**config.mk**
```make
export PLATFORM = sky130hd
export DESIGN_NAME = pipe_stage_reg
export DESIGN_NICKNAME = d
export VERILOG_FILES = /design/src/rtl/pipe_pkg.sv /design/src/rtl/pipe_stage_reg.sv
export SDC_FILE = /design/constraint.sdc
export NUM_CORES = 1
export LEC_CHECK = 0
export ABC_AREA = 1
export CAP_MARGIN = 10
export CORE_MARGIN = 2
export CORE_UTILIZATION = 42
export DETAILED_ROUTE_END_ITERATION = 6
export HOLD_SLACK_MARGIN = 0.05
export PLACE_DENSITY_LB_ADDON = 0.15
export SLEW_MARGIN = 5
export SYNTH_ARGS = -nofsm -noshare
export SYNTH_HDL_FRONTEND = slang
export SYNTH_SLANG_ARGS = --single-unit
```
**constraint.sdc**
```tcl
create_clock -name clk -period 3.45 [get_ports clk]
set_input_delay 0.69 -clock clk [delete_from_list [all_inputs] [get_ports clk]]
set_output_delay 0.69 -clock clk [all_outputs]
set_load 0.01 [all_outputs]
```
**src/rtl/pipe_pkg.sv**
```systemverilog
// Shared types and constants for the pipeline stage registers: the EX/MEM
// payload layout, the NOP encoding and the stage occupancy encoding.
package pipe_pkg;

    typedef struct packed {
        logic [31:0] alu_out;
        logic [31:0] write_data;
        logic [31:0] instr;
        logic [4:0]  write_reg;
        logic [4:0]  rd;
    } exmem_payload_t;

    localparam int EXMEM_W = $bits(exmem_payload_t);
    localparam logic [31:0] NOP_INSTR = 32'h0;

    // Stage state doubles as the occ output: number of entries held.
    typedef enum logic [1:0] {
        OCC_EMPTY = 2'd0,
        OCC_ONE   = 2'd1,
        OCC_FULL  = 2'd2
    } occ_state_t;

endpackage

```
**src/rtl/pipe_stage_reg.sv**
```systemverilog
// Pipeline stage register with valid/ready handshake, flush and bubble insertion.
// Define PIPE_SKID_EN to add a skid slot so up_ready has no path from dn_ready.
module pipe_stage_reg
    import pipe_pkg::*;
#(
    parameter int                DATA_W          = EXMEM_W,
    parameter logic [DATA_W-1:0] RESET_VAL       = '0,
    parameter bit                CLEAR_ON_BUBBLE = 1'b1
) (
    input  logic              clk,
    input  logic              reset,
    input  logic              flush,
    input  logic              up_valid,
    output logic              up_ready,
    input  logic [DATA_W-1:0] up_data,
    output logic              dn_valid,
    input  logic              dn_ready,
    output logic [DATA_W-1:0] dn_data,
    output logic [1:0]        occ
);

    occ_state_t        state_reg, state_next;
    logic [DATA_W-1:0] main_data_reg, main_data_next;
    logic [DATA_W-1:0] bubble_data;
    logic              push, pop;

    assign dn_valid    = (state_reg != OCC_EMPTY);
    assign dn_data     = main_data_reg;
    assign occ         = state_reg;
    assign push        = up_valid & up_ready;
    assign pop         = dn_valid & dn_ready;
    assign bubble_data = CLEAR_ON_BUBBLE ? RESET_VAL : main_data_reg;

`ifdef PIPE_SKID_EN
    logic [DATA_W-1:0] skid_data_reg, skid_data_next;

    // Ready depends only on registered state, which breaks the stall path.
    assign up_ready = (state_reg != OCC_FULL);

    always_comb begin
        state_next     = state_reg;
        main_data_next = main_data_reg;
        skid_data_next = skid_data_reg;
        case (state_reg)
            OCC_EMPTY: begin
                if (push) begin
                    state_next     = OCC_ONE;
                    main_data_next = up_data;
                end
            end
            OCC_ONE: begin
                if (push && !pop) begin
                    state_next     = OCC_FULL;
                    skid_data_next = up_data;
                end else if (push && pop) begin
                    main_data_next = up_data;
                end else if (pop) begin
                    state_next     = OCC_EMPTY;
                    main_data_next = bubble_data;
                end
            end
            OCC_FULL: begin
                if (pop) begin
                    state_next     = OCC_ONE;
                    main_data_next = skid_data_reg;
                    skid_data_next = RESET_VAL;
                end
            end
            default: begin
                state_next     = OCC_EMPTY;
                main_data_next = RESET_VAL;
                skid_data_next = RESET_VAL;
            end
        endcase
        // Flush drops everything, including a same-cycle upstream transfer.
        if (flush) begin
            state_next     = OCC_EMPTY;
            main_data_next = RESET_VAL;
            skid_data_next = RESET_VAL;
        end
    end

    always_ff @(posedge clk) begin
        if (reset) begin
            skid_data_reg <= RESET_VAL;
        end else begin
            skid_data_reg <= skid_data_next;
        end
    end
`else
    // Single slot: a full slot can still accept when it is draining this cycle.
    assign up_ready = !dn_valid | dn_ready;

    always_comb begin
        state_next     = state_reg;
        main_data_next = main_data_reg;
        if (push) begin
            state_next     = OCC_ONE;
            main_data_next = up_data;
        end else if (pop) begin
            state_next     = OCC_EMPTY;
            main_data_next = bubble_data;
        end
        if (flush) begin
            state_next     = OCC_EMPTY;
            main_data_next = RESET_VAL;
        end
    end
`endif

    always_ff @(posedge clk) begin
        if (reset) begin
            state_reg     <= OCC_EMPTY;
            main_data_reg <= RESET_VAL;
        end else begin
            state_reg     <= state_next;
            main_data_reg <= main_data_next;
        end
    end

endmodule
```
---- Yosys cells after proc, flatten, opt, wreduce, memory -nomap -nowiden ----
Cells that the tools add are included.
word-level totals
  bits in registers ....................... 107
  input bits .............................. 111
  output and inout bits ................... 110
  word-level logic and storage cells ...... 12
cells by class
  mux-type cells .......................... 4
  bitwise gates (word level) .............. 3
  reductions and logical operators ........ 3
operator list
  operator           count
  $mux 106           2
  $and 1x1->1        2
  $mux 1             2
  $reduce_bool 2->1  1
  $reduce_or 2->1    1
  $logic_not 1->1    1
  $or 1x1->1         1

---- Depth between registers and ports, before layout ----
Gate-level depths: netlist (run 1).
  depth in word-level cells ............... 4
  mapped depth ............................ 6
  mapped depth without buffers ............ 4

---- Worst setup path after synthesis (run 1) ----
No wires, ideal clock.
  path type ............................... input to output
  start ................................... in dn_ready
  end ..................................... out up_ready
  arrival ................................. 1030 ps
  data required time ...................... 2760 ps
  slack ................................... 1730 ps
  stages on the path ...................... 3
  buffers on the path ..................... 1
  cell sequence ........................... inv_1 nand2_2 buf_2
on the way
  word-level cells in the longest chain between the ends .. 1
RTL lines
  what                line                  source
  start: declaration  pipe_stage_reg.sv:17  input logic dn_ready,
  $or 1x1->1          pipe_stage_reg.sv:92  assign up_ready = !dn_valid | dn_ready;
  end: declaration    pipe_stage_reg.sv:14  output logic up_ready,
Every way passes these cells.

---- Worst setup path in the final report (run 1) ----
Ends and elaborated chain as after synthesis.

==> flow_metrics.tcl, run 1 <==
set metrics [dict create \
    status "completed" \
    crit_type "primary input to output port" \
    maxSlewViolCount 0 \
    grt_pass1_wl_um 19900 \
    layout_common_cells "clkdlybuf4s50_1 (218), nand3_1 (212), a21oi_1 (107), dfxtp_1 (107), clkbuf_8 (11)" \
    grt_overflow 0 \
    yosysWarningCount 0 \
    vias_per_cell 5.37 \
    min_period_ps 2590 \
    fin_hold_ws_ps 483 \
    core_um2 9330 \
    route.met3.wl_um 1290 \
    peakVddDrop_v 0.000189 \
    synth.distinct_cells 14 \
    io_buffers 219 \
    post_cts.repair.setup_buffers 0 \
    worstPathArrival_ps 1900 \
    finalSetupTns_ps 0 \
    rsz0062_at_grt "false" \
    ys_seq_area_frac 0.525 \
    drive_gt1_frac 0.0415 \
    finClkSkew_ps 12.4 \
    cts_root_buf "clkbuf_8" \
    finalWeightedCongestion 0.817 \
    rows 35 \
    drt_iter0_drc 245 \
    fillCellCount 792 \
    multi_input_area_um2 1650 \
    powerDensity_nw_per_um2 379 \
    totalWireLength_um 12900 \
    period_share 0.752 \
    grt_max_degree 107 \
    synth_area_per_cell_um2 8.28 \
    timing.fmax_mhz 385 \
    cts_hold_buf 0 \
    place_area_um2 6230 \
    ios 221 \
    cts_max_level 3 \
    dieArea_um2 10500 \
    cap_violations 0 \
    synth_area_um2 4080 \
    synth_fp_nets 604 \
    hold_viol_final 0 \
    cts.clk_slew.worst_paths_ps 110 \
    regArea_um2 2140 \
    grt_use_total 0.236 \
    met1Wirelength_um 4930 \
    critical_path.cell_chain "clkdlybuf4s50_1, inv_1, nand2_4, clkdlybuf4s50_1" \
    ys_seq_elements 107 \
    crit_top_cell "clkdlybuf4s50_1" \
    power_mw 2.43 \
    stdcell_count 804 \
    design_area_um2 6420 \
    dp_cells 788 \
    antenna_found_initial 0 \
    place_hpwl_um 8440 \
    hold_class "flop to flop" \
    crit_required_ps 2760 \
    cts_tree "built" \
    clk_latency_ps 350 \
    area_delta_synth_final_pct 57.2 \
    cp_slowest_cell "clkdlybuf4s50_1" \
    dr_wl_met2_um 6510 \
    nets 781 \
    synthCells 493 \
    tightest_slew_ps 1050 \
    drt-pass1-iter-count 5 \
    drc 0 \
    cts_buffers 9 \
    cp-start-kind "primary input" \
    mostFrequentLayoutCell "clkdlybuf4s50_1" \
    grt_pass1_vias 4068 \
    die_height_um 103 \
    setup_viol 0 \
    endpoint_kind "output port" \
    detail-route-antenna-nets 0 \
    n_antenna_cell 0 \
    clock-sinks 107 \
    num_vias 4316 \
    slowest_delay_ps 530 \
    relSlewSlack 0.299 \
    wire_per_inst_um 16.1 \
    maxUsedRoutingLayer "met4" \
    power_leakage_nw 2.24 \
    clk_path_buf_depth 2 \
    start_util 0.438 \
    r2r_slack_ps 1640 \
    cts-resized-gates 0 \
    fp.dieW_um 103 \
    cp_max_fo 2 \
]
## state kept, by name, summed over array words and instances, names as in the netlist
name     flops
dn_data    106
occ          1
## worst max-delay path, delay by kind of cell
family	cells	cell delay, ps
buf+inv	3	1150
simple gates	1	60
## cell type report
cell class	count	share of cell area
timing repair buffer	225	0.354
sequential	107	0.334
multi-input combinational	325	0.257
tap	129	0.0252
clock buffer	11	0.0236
clock inverter	5	0.00565
inverter	2	0.00117
## power breakdown
group / total (mW) / switching (mW) / internal [mW] / leakage, nW
logic: 0.401 / 0.175 / 0.226 / 1.27
registers: 1.30 / 0.0214 / 1.27 / 0.871
clock network: 0.732 / 0.426 / 0.306 / 0.0997
total: 2.43 / 0.622 / 1.81 / 2.24
## cells in the mapped netlist
library cell / n / area (um2)
a21oi_1: 107 / 536
buf_1: 3 / 11.3
buf_2: 29 / 145
buf_4: 8 / 60.1
buf_6: 2 / 22.5
clkbuf_1: 17 / 63.8
conb_1: 1 / 3.75
dfxtp_1: 107 / 2140
inv_1: 1 / 3.75
inv_2: 1 / 3.75
nand2_2: 3 / 18.8
nand3_1: 212 / 1060
nor2_1: 1 / 3.75
or2_1: 1 / 6.26
## path summary, 6_finish.rpt
kind,from,cells past startpoint,end
min reg2reg,dn_data[69]$_SDFFE_PP0P_,2,dn_data[69]$_SDFFE_PP0P_
min,dn_data[69]$_SDFFE_PP0P_,2,dn_data[69]$_SDFFE_PP0P_
max,dn_ready,4,up_ready
max reg2reg,occ[0]$_SDFFE_PP0P_,4,dn_data[45]$_SDFFE_PP0P_
## per-layer routing
metal / GRT usage / vias up
li1: - / 2105
met1: 0.282 / 2021
met2: 0.398 / 176
met3: 0.0786 / 14
met4: 0.0810 / 0
met5: 0 / -
## cell families (layout without fill, tap and decap cells)
group	count (synthesis)	in the layout	synth area share
buf+inv	61	243	0.0760
simple gates	217	217	0.267
compound gates	107	107	0.131
flops	107	107	0.525
other cells	1	1	0.000919
## per-stage QoR
stage	utilization	setup WS (ps)
6_report	0.688	855
5_1_grt	0.688	783
4_1_cts	0.688	849
3_5_place_dp	0.668	746
3_3_place_gp	0.668	842
2_1_floorplan	-	1730
(Power assumes the default switching activity.)
==> run 2, diff against run 1 <==
--- a/config.mk
+++ b/config.mk
@@ -8,7 +8,7 @@
 export ABC_AREA = 1
 export CAP_MARGIN = 10
 export CORE_MARGIN = 2
-export CORE_UTILIZATION = 42
+export CORE_UTILIZATION = 39
 export DETAILED_ROUTE_END_ITERATION = 6
 export HOLD_SLACK_MARGIN = 0.05
 export PLACE_DENSITY_LB_ADDON = 0.15
==> constraint.sdc (replaced) <==
create_clock -name clk -period 2.55 [get_ports clk]
set_input_delay 0.51 -clock clk [delete_from_list [all_inputs] [get_ports clk]]
set_output_delay 0.51 -clock clk [all_outputs]
set_load 0.01 [all_outputs]
==> run 2 against run 1 <==
Effect of this change:
- critical path depth unchanged
- via count is 0.25% higher
- die area is 7.4% higher
- design area increased by 1.1%
- non-clock buffer count grew 1
- register-to-register slack got worse by 740 ps
- clock skew shrank 3.0 ps
- global-route usage is 0.98 points lower
- final cell count is 1.0% higher
- count of clock-buffer cells in the layout is 1 higher
- largest power group unchanged
==> flow_metrics.tcl, run 2 (same netlist as run 1, synthesis figures left out) <==
set metrics [dict create \
    mostFrequentLayoutCell "clkdlybuf4s50_1" \
    dieArea_um2 11300 \
    grt_pass1_vias 4134 \
    io_buffers 219 \
    relSlewSlack 0.663 \
    totalWireLength_um 13300 \
    endpoint_kind "output port" \
    drt-pass1-iter-count 4 \
    worstPathArrival_ps 1750 \
    clk_path_buf_depth 2 \
    grt_pass1_wl_um 20600 \
    cts_root_buf "clkbuf_8" \
    start_util 0.399 \
    detail-route-antenna-nets 0 \
    finalWeightedCongestion 0.739 \
    cts-resized-gates 0 \
    maxSlewViolCount 0 \
    antenna_found_initial 0 \
    cp_max_fo 2 \
    cts_max_level 3 \
    slowest_delay_ps 540 \
    cts.clk_slew.worst_paths_ps 90 \
    nets 782 \
    largest_register_ffs 106 \
    clock-sinks 107 \
    hold_class "flop to flop" \
    fillCellCount 889 \
    internal-power_mw 2.45 \
    status "completed" \
    peakVddDrop_v 0.000269 \
    vias_per_cell 5.33 \
    power_switching_mw 0.857 \
    place_hpwl_um 8510 \
    drive_gt1_frac 0.0414 \
    ios 221 \
    layout_common_cells "clkdlybuf4s50_1 (218), nand3_1 (212), a21oi_1 (107), dfxtp_1 (107), clkbuf_8 (11)" \
    core_um2 10200 \
    crit_required_ps 2040 \
    power_switching_share 0.259 \
    setup_viol 0 \
    crit_top_cell "clkdlybuf4s50_1" \
    period_share 0.885 \
    pwr-share-seq 0.530 \
    die_height_um 106 \
    wire_per_inst_um 16.4 \
    p_clk_frac 0.304 \
    regArea_um2 2140 \
    multi_input_area_um2 1650 \
    cts_tree "built" \
    drc 0 \
    timing.fmax_mhz 443 \
    area_delta_synth_final_pct 58.9 \
    grt_use_total 0.226 \
    powerDensity_nw_per_um2 511 \
    grt_overflow 0 \
    critical_path.cell_chain "clkdlybuf4s50_1, inv_1, nand2_4, clkdlybuf4s50_1" \
    cap_violations 0 \
    min_period_ps 2260 \
    cts_buffers 9 \
    clk_latency_ps 360 \
    rsz0062_at_grt "false" \
    crit_type "primary input to output port" \
    cts_hold_buf 0 \
    fin_hold_ws_ps 483 \
    n_antenna_cell 0 \
    finClkSkew_ps 9.38 \
    power_leakage_nw 2.26 \
    rows 37 \
    drt_iter0_drc 353 \
    hold_viol_final 0 \
    finalSetupTns_ps 0 \
    r2r_slack_ps 900 \
    post_cts.repair.setup_buffers 0 \
    fp.dieW_um 106 \
    num_vias 4327 \
    combPwrFrac 0.167 \
    tightest_slew_ps 506 \
    cp_slowest_cell "clkdlybuf4s50_1" \
    cp-start-kind "primary input" \
    grt_max_degree 108 \
]
-- run 2: cell types whose count changed in the layout (fill, tap and decap cells not counted) --
cell        previous run  this run
clkinv_2               2         0
clkbuf_1               0         1
buf_12                 3         7
buf_4                  4         1
clkinvlp_4             0         1
-- run 2: per-stage QoR --
stage	cell area, um2	power [mW]	util	instances	setup WS [ps]
2_1_floorplan	4080	2.02	-	493	1190
3_3_place_gp	6300	2.34	0.615	796	296
5_1_grt	6480	3.46	0.634	812	232
4_1_cts	6480	3.35	0.634	812	295
3_5_place_dp	6300	2.35	0.615	796	296
6_report	6480	3.31	0.634	812	294
-- run 2: power by group through the flow --
stage	registers [mW]	logic, mW	clock network, mW
floorplan	1.82	0.203	0
global placement	1.79	0.550	0
detailed placement	1.79	0.553	0
CTS	1.75	0.555	1.04
global route	1.76	0.596	1.10
finish	1.75	0.553	1.01
-- run 2: path summary, 6_finish.rpt --
kind	start	end	cells after the start
hold / removal	dn_data[41]$_SDFFE_PP0P_	dn_data[41]$_SDFFE_PP0P_	2
setup / recovery	dn_ready	up_ready	4
setup reg to reg	occ[0]$_SDFFE_PP0P_	dn_data[6]$_SDFFE_PP0P_	5
hold reg to reg	dn_data[41]$_SDFFE_PP0P_	dn_data[41]$_SDFFE_PP0P_	2
-- run 2: layout make-up --
| cell class | instances | area share |
|---|---|---|
| Tap cell | 136 | 0.0262 |
| Clock buffer | 12 | 0.0239 |
| Sequential cell | 107 | 0.330 |
| Timing Repair Buffer | 226 | 0.359 |
| Multi-Input combinational cell | 325 | 0.254 |
| Clock inverter | 4 | 0.00521 |
| Inverter | 2 | 0.00116 |
-- run 2: critical path, delay by kind of cell --
family | cells | cell delay, ps
buf+inv | 3 | 1160
simple gates | 1 | 80
-- run 2: metal layers --
layer  track usage  part of all wire  vias to the layer above
li1              -                 -                     2103
met4        0.0865             0.023                        0
met1         0.276              0.40                     2025
met2         0.371              0.49                      175
met5             0                 0                        -
met3        0.0723             0.094                       24
